==> src/rtl/twitchcore_pkg.sv <==
// Shared widths and read-owner encoding for the instruction/data memory arbiter.
package twitchcore_pkg;

    localparam int ADDR_W_DEF = 12;
    localparam int DATA_W_DEF = 32;

    typedef enum logic [1:0] {
        OWN_NONE = 2'd0,
        OWN_I    = 2'd1,
        OWN_D    = 2'd2
    } own_e;

endpackage

==> src/rtl/arb_pick.sv <==
// Two-way combinational picker: port b wins conflicts unless RR is set and b won the
// previous conflict (last_b), in which case port a wins.
module arb_pick #(
    parameter bit RR = 1'b0
) (
    input  logic a_req,
    input  logic b_req,
    input  logic last_b,
    output logic a_gnt,
    output logic b_gnt,
    output logic conflict
);

    // Resolve at most one grant from the two requests
    always_comb begin
        conflict = a_req & b_req;
        if (conflict) begin
            b_gnt = (RR == 1'b0) ? 1'b1 : ~last_b;
            a_gnt = ~b_gnt;
        end else begin
            a_gnt = a_req;
            b_gnt = b_req;
        end
    end

endmodule

==> src/rtl/mem_arbiter.sv <==
// Shares one single-port memory between a fetch port (I) and a data port (D).
// Define MEM_ARB_RR_EN for round-robin conflict resolution; otherwise D always wins.
module mem_arbiter
    import twitchcore_pkg::*;
#(
    parameter int ADDR_W = ADDR_W_DEF,
    parameter int DATA_W = DATA_W_DEF
) (
    input  logic                  clk,
    input  logic                  reset,
    input  logic                  i_req,
    input  logic [ADDR_W-1:0]     i_addr,
    output logic                  i_gnt,
    output logic                  i_rvalid,
    output logic [DATA_W-1:0]     i_rdata,
    input  logic                  d_req,
    input  logic                  d_we,
    input  logic [DATA_W/8-1:0]   d_be,
    input  logic [ADDR_W-1:0]     d_addr,
    input  logic [DATA_W-1:0]     d_wdata,
    output logic                  d_gnt,
    output logic                  d_rvalid,
    output logic [DATA_W-1:0]     d_rdata,
    output logic                  m_en,
    output logic                  m_we,
    output logic [DATA_W/8-1:0]   m_be,
    output logic [ADDR_W-1:0]     m_addr,
    output logic [DATA_W-1:0]     m_wdata,
    input  logic [DATA_W-1:0]     m_rdata
);

    own_e owner_q;
    own_e owner_d;
    logic i_pick;
    logic d_pick;
    logic conflict;
    logic last_d;

`ifdef MEM_ARB_RR_EN
    localparam bit RR_EN = 1'b1;
    logic last_d_q;
    logic last_d_d;

    // Only conflicts move the round-robin flag; it records whether D won the latest one
    always_comb begin
        if (conflict) begin
            last_d_d = d_pick;
        end else begin
            last_d_d = last_d_q;
        end
    end

    // Round-robin flag register, cleared to "I won last" so the first conflict goes to D
    always_ff @(posedge clk) begin
        if (reset) begin
            last_d_q <= 1'b0;
        end else begin
            last_d_q <= last_d_d;
        end
    end

    assign last_d = last_d_q;
`else
    localparam bit RR_EN = 1'b0;
    assign last_d = 1'b0;
`endif

    arb_pick #(
        .RR       (RR_EN)
    ) u_pick (
        .a_req    (i_req),
        .b_req    (d_req),
        .last_b   (last_d),
        .a_gnt    (i_pick),
        .b_gnt    (d_pick),
        .conflict (conflict)
    );

    // Grants, memory command and next read owner; everything is forced quiet in reset
    always_comb begin
        i_gnt   = i_pick & ~reset;
        d_gnt   = d_pick & ~reset;
        m_en    = 1'b0;
        m_we    = 1'b0;
        m_be    = '0;
        m_addr  = '0;
        m_wdata = '0;
        owner_d = OWN_NONE;
        if (i_gnt) begin
            m_en    = 1'b1;
            m_addr  = i_addr;
            owner_d = OWN_I;
        end else if (d_gnt) begin
            m_en    = 1'b1;
            m_we    = d_we;
            m_be    = d_be;
            m_addr  = d_addr;
            m_wdata = d_wdata;
            owner_d = d_we ? OWN_NONE : OWN_D;
        end else begin
            owner_d = OWN_NONE;
        end
    end

    // Read return steering: only the recorded owner sees data, the other port reads 0
    always_comb begin
        i_rvalid = ~reset & (owner_q == OWN_I);
        d_rvalid = ~reset & (owner_q == OWN_D);
        if (i_rvalid) begin
            i_rdata = m_rdata;
        end else begin
            i_rdata = '0;
        end
        if (d_rvalid) begin
            d_rdata = m_rdata;
        end else begin
            d_rdata = '0;
        end
    end

    // Owner register; reset discards any read still in flight
    always_ff @(posedge clk) begin
        if (reset) begin
            owner_q <= OWN_NONE;
        end else begin
            owner_q <= owner_d;
        end
    end

endmodule

==> config.mk <==
export PLATFORM = sky130hd
export DESIGN_NAME = mem_arbiter
export DESIGN_NICKNAME = d
export VERILOG_FILES = /design/src/rtl/twitchcore_pkg.sv /design/src/rtl/arb_pick.sv /design/src/rtl/mem_arbiter.sv
export SDC_FILE = /design/constraint.sdc
export NUM_CORES = 1
export LEC_CHECK = 0
export ABC_CLOCK_PERIOD_IN_PS = 2700
export BUFFER_PORTS_ARGS = -buffer_cell sky130_fd_sc_hd__buf_4
export CAP_MARGIN = 30
export CORE_AREA = 3 3 83 85
export DETAILED_ROUTE_END_ITERATION = 12
export DIE_AREA = 0 0 86 88
export SYNTH_ARGS = -nofsm -noshare
export SYNTH_HDL_FRONTEND = slang
export SYNTH_HIERARCHICAL = 1
export SYNTH_SLANG_ARGS = --single-unit
==> constraint.sdc <==
create_clock -name clk -period 2.7 [get_ports clk]
set_input_delay 0.27 -clock clk [delete_from_list [all_inputs] [get_ports clk]]
set_output_delay 0.27 -clock clk [all_outputs]
set_load 0.005 [all_outputs]
==> flow_summary_export.csv <==
group,metric,value,unit
global_routing,first_global_vias,1559,
global_routing,grtUsageTotal,12.4,%
timing,finalSetupViolations,0,
yosys,syn_nets,237,
yosys,synth_area,938,um^2
clocking,clock_path_buffers,2,
clocking,clockRootBuffer,"clkbuf_8",
pwr,p_total,0.399,mW
drt,wl,5580,um
floorplan,rows,29,
timing,hold_violations,0,
run,max-cap-violations,0,
placement,dpl.hpwl,4860,um
layout,reg.largest.list,"owner_q x2",
layout,final_util,42.2,%
yosys,syn_inst,140,
drt,wl_met3,749,um
placement,io_buffer_count,214,
timing,fin_crit,1.84,ns
layout,largest_reg_flops,2,
drt,drc,0,
drt,routed_via_density,4.00,
drt,wire_per_inst,13.2,um
clocking,cts_made_buffers,3,
timing,tns,0,ns
layout,stdcell_count,424,
setup_path,critPathCaptureType,"primary output",
yosys,syn_area_per_cell,6.70,um^2
global_routing,antenna_found_initial,0,
layout,area_delta_synth_final,182,%
setup_path,critPathKind,"in2out",
layout,regMostFlops,"owner_q",
drt,wl_met1,1840,um
drt,top_layer,"met4",
placement,gp_congestion,0.756,
layout,final_cell_mix,"218 x buf_4, 101 x and2_1, 12 x a32o_1",
floorplan,pin_count,215,
layout,insertedDiodeCount,0,
clocking,post_cts_buffers,0,
setup_path,critPathLaunchType,"input port",
floorplan,coreArea,6280,um^2
timing,timing.final.crit_share,68.0,%
timing,rsz0062_at_grt,"false",
clocking,cts_tree,"yes",
layout,postLayoutCellArea,2650,um^2
setup_path,crit_required,2.43,ns
setup_path,arrival,1.57,ns
pwr,power_leakage,1.50,nW
min_path,min_path_type,"in2reg",
clocking,clkSlewWorstSetupHoldPaths,0.03,ns
global_routing,grt_max_degree,36,
setup_path,cp_max_fo,16,
timing,tightest_slew,0.773,ns
drt,routed-wl-met2,2950,um
layout,final_layout_size_suffix_gt1_share,64.6,%
placement,place_area,2610,um^2
pwr,p_per_area,151,nW/um^2
clocking,cts_htree_levels,1,
floorplan,initial_core_util,14.9,%
placement,placed_cells,421,
drt,final_antenna_net_count,0,
floorplan,die_h,88,um
drt,drt-pass1-iter-count,4,
yosys,synth_warnings,6,
layout,final_nets,446,
run_status,status,"completed",
pwr,ir_drop,0.000110,V
clocking,postCtsResizedCells,0,
floorplan,dieArea,7570,um^2
global_routing,grt_pass1_wl,7640,um
global_routing,grt.overflow.total,0,
timing,finalMaxSlewViolations,0,
clocking,hold_buffers,0,
timing,fmax,0.545,GHz
clocking,numClockSinks,2,
drt,vias,1697,
layout,final_common_cell,"buf_4",
drt,drtIter0Drc,22,
timing,max_slew_margin,48.3,%
floorplan,fp.dieW,86,um
==> area by class of cell <==
type / count / area, um^2
Sequential cell: 2 / 40.0
Fill cell: 654 / 3630
Tap cell: 77 / 96.3
Multi-Input combinational cell: 124 / 832
Timing Repair Buffer: 218 / 1640
Clock buffer: 3 / 41.3
==> per-stage QoR <==
| stage | hold WS (ns) | setup WS (ns) |
|---|---|---|
| floorplan | 0.342 | 1.29 |
| global placement | 0.472 | 0.953 |
| detailed placement | 0.471 | 0.876 |
| CTS | 0.252 | 0.875 |
| global route | 0.263 | 0.729 |
| finish | 0.244 | 0.864 |
==> worst paths after layout <==
| path | start | end | slack [ns] | depth (start not counted) |
|---|---|---|---|---|
| setup / recovery | d_req | m_addr[6] | 0.86 | 5 |
| hold / removal | d_we | owner_q[1] | 0.24 | 2 |
==> critical path, stage by stage <==
cell	delay (ns)
buf_4	0.18
nor2b_1	0.12
nor2_1	0.60
a32o_1	0.27
buf_4	0.12
==> where the power goes <==
part           internal [mW]  switching [mW]  total (mW)  leakage, nW
clock network         0.0940          0.0211       0.115       0.0216
registers             0.0310        0.000646      0.0316       0.0164
logic                  0.171          0.0808       0.252         1.47
==> metal layers <==
| layer | vias to the layer above | track usage, % |
|---|---|---|
| li1 | 859 | - |
| met1 | 711 | 13.5 |
| met2 | 123 | 23.1 |
| met3 | 4 | 4.23 |
| met4 | 0 | 2.88 |
| met5 | - | 0 |
Note: power is estimated with default switching activity, not from simulation.
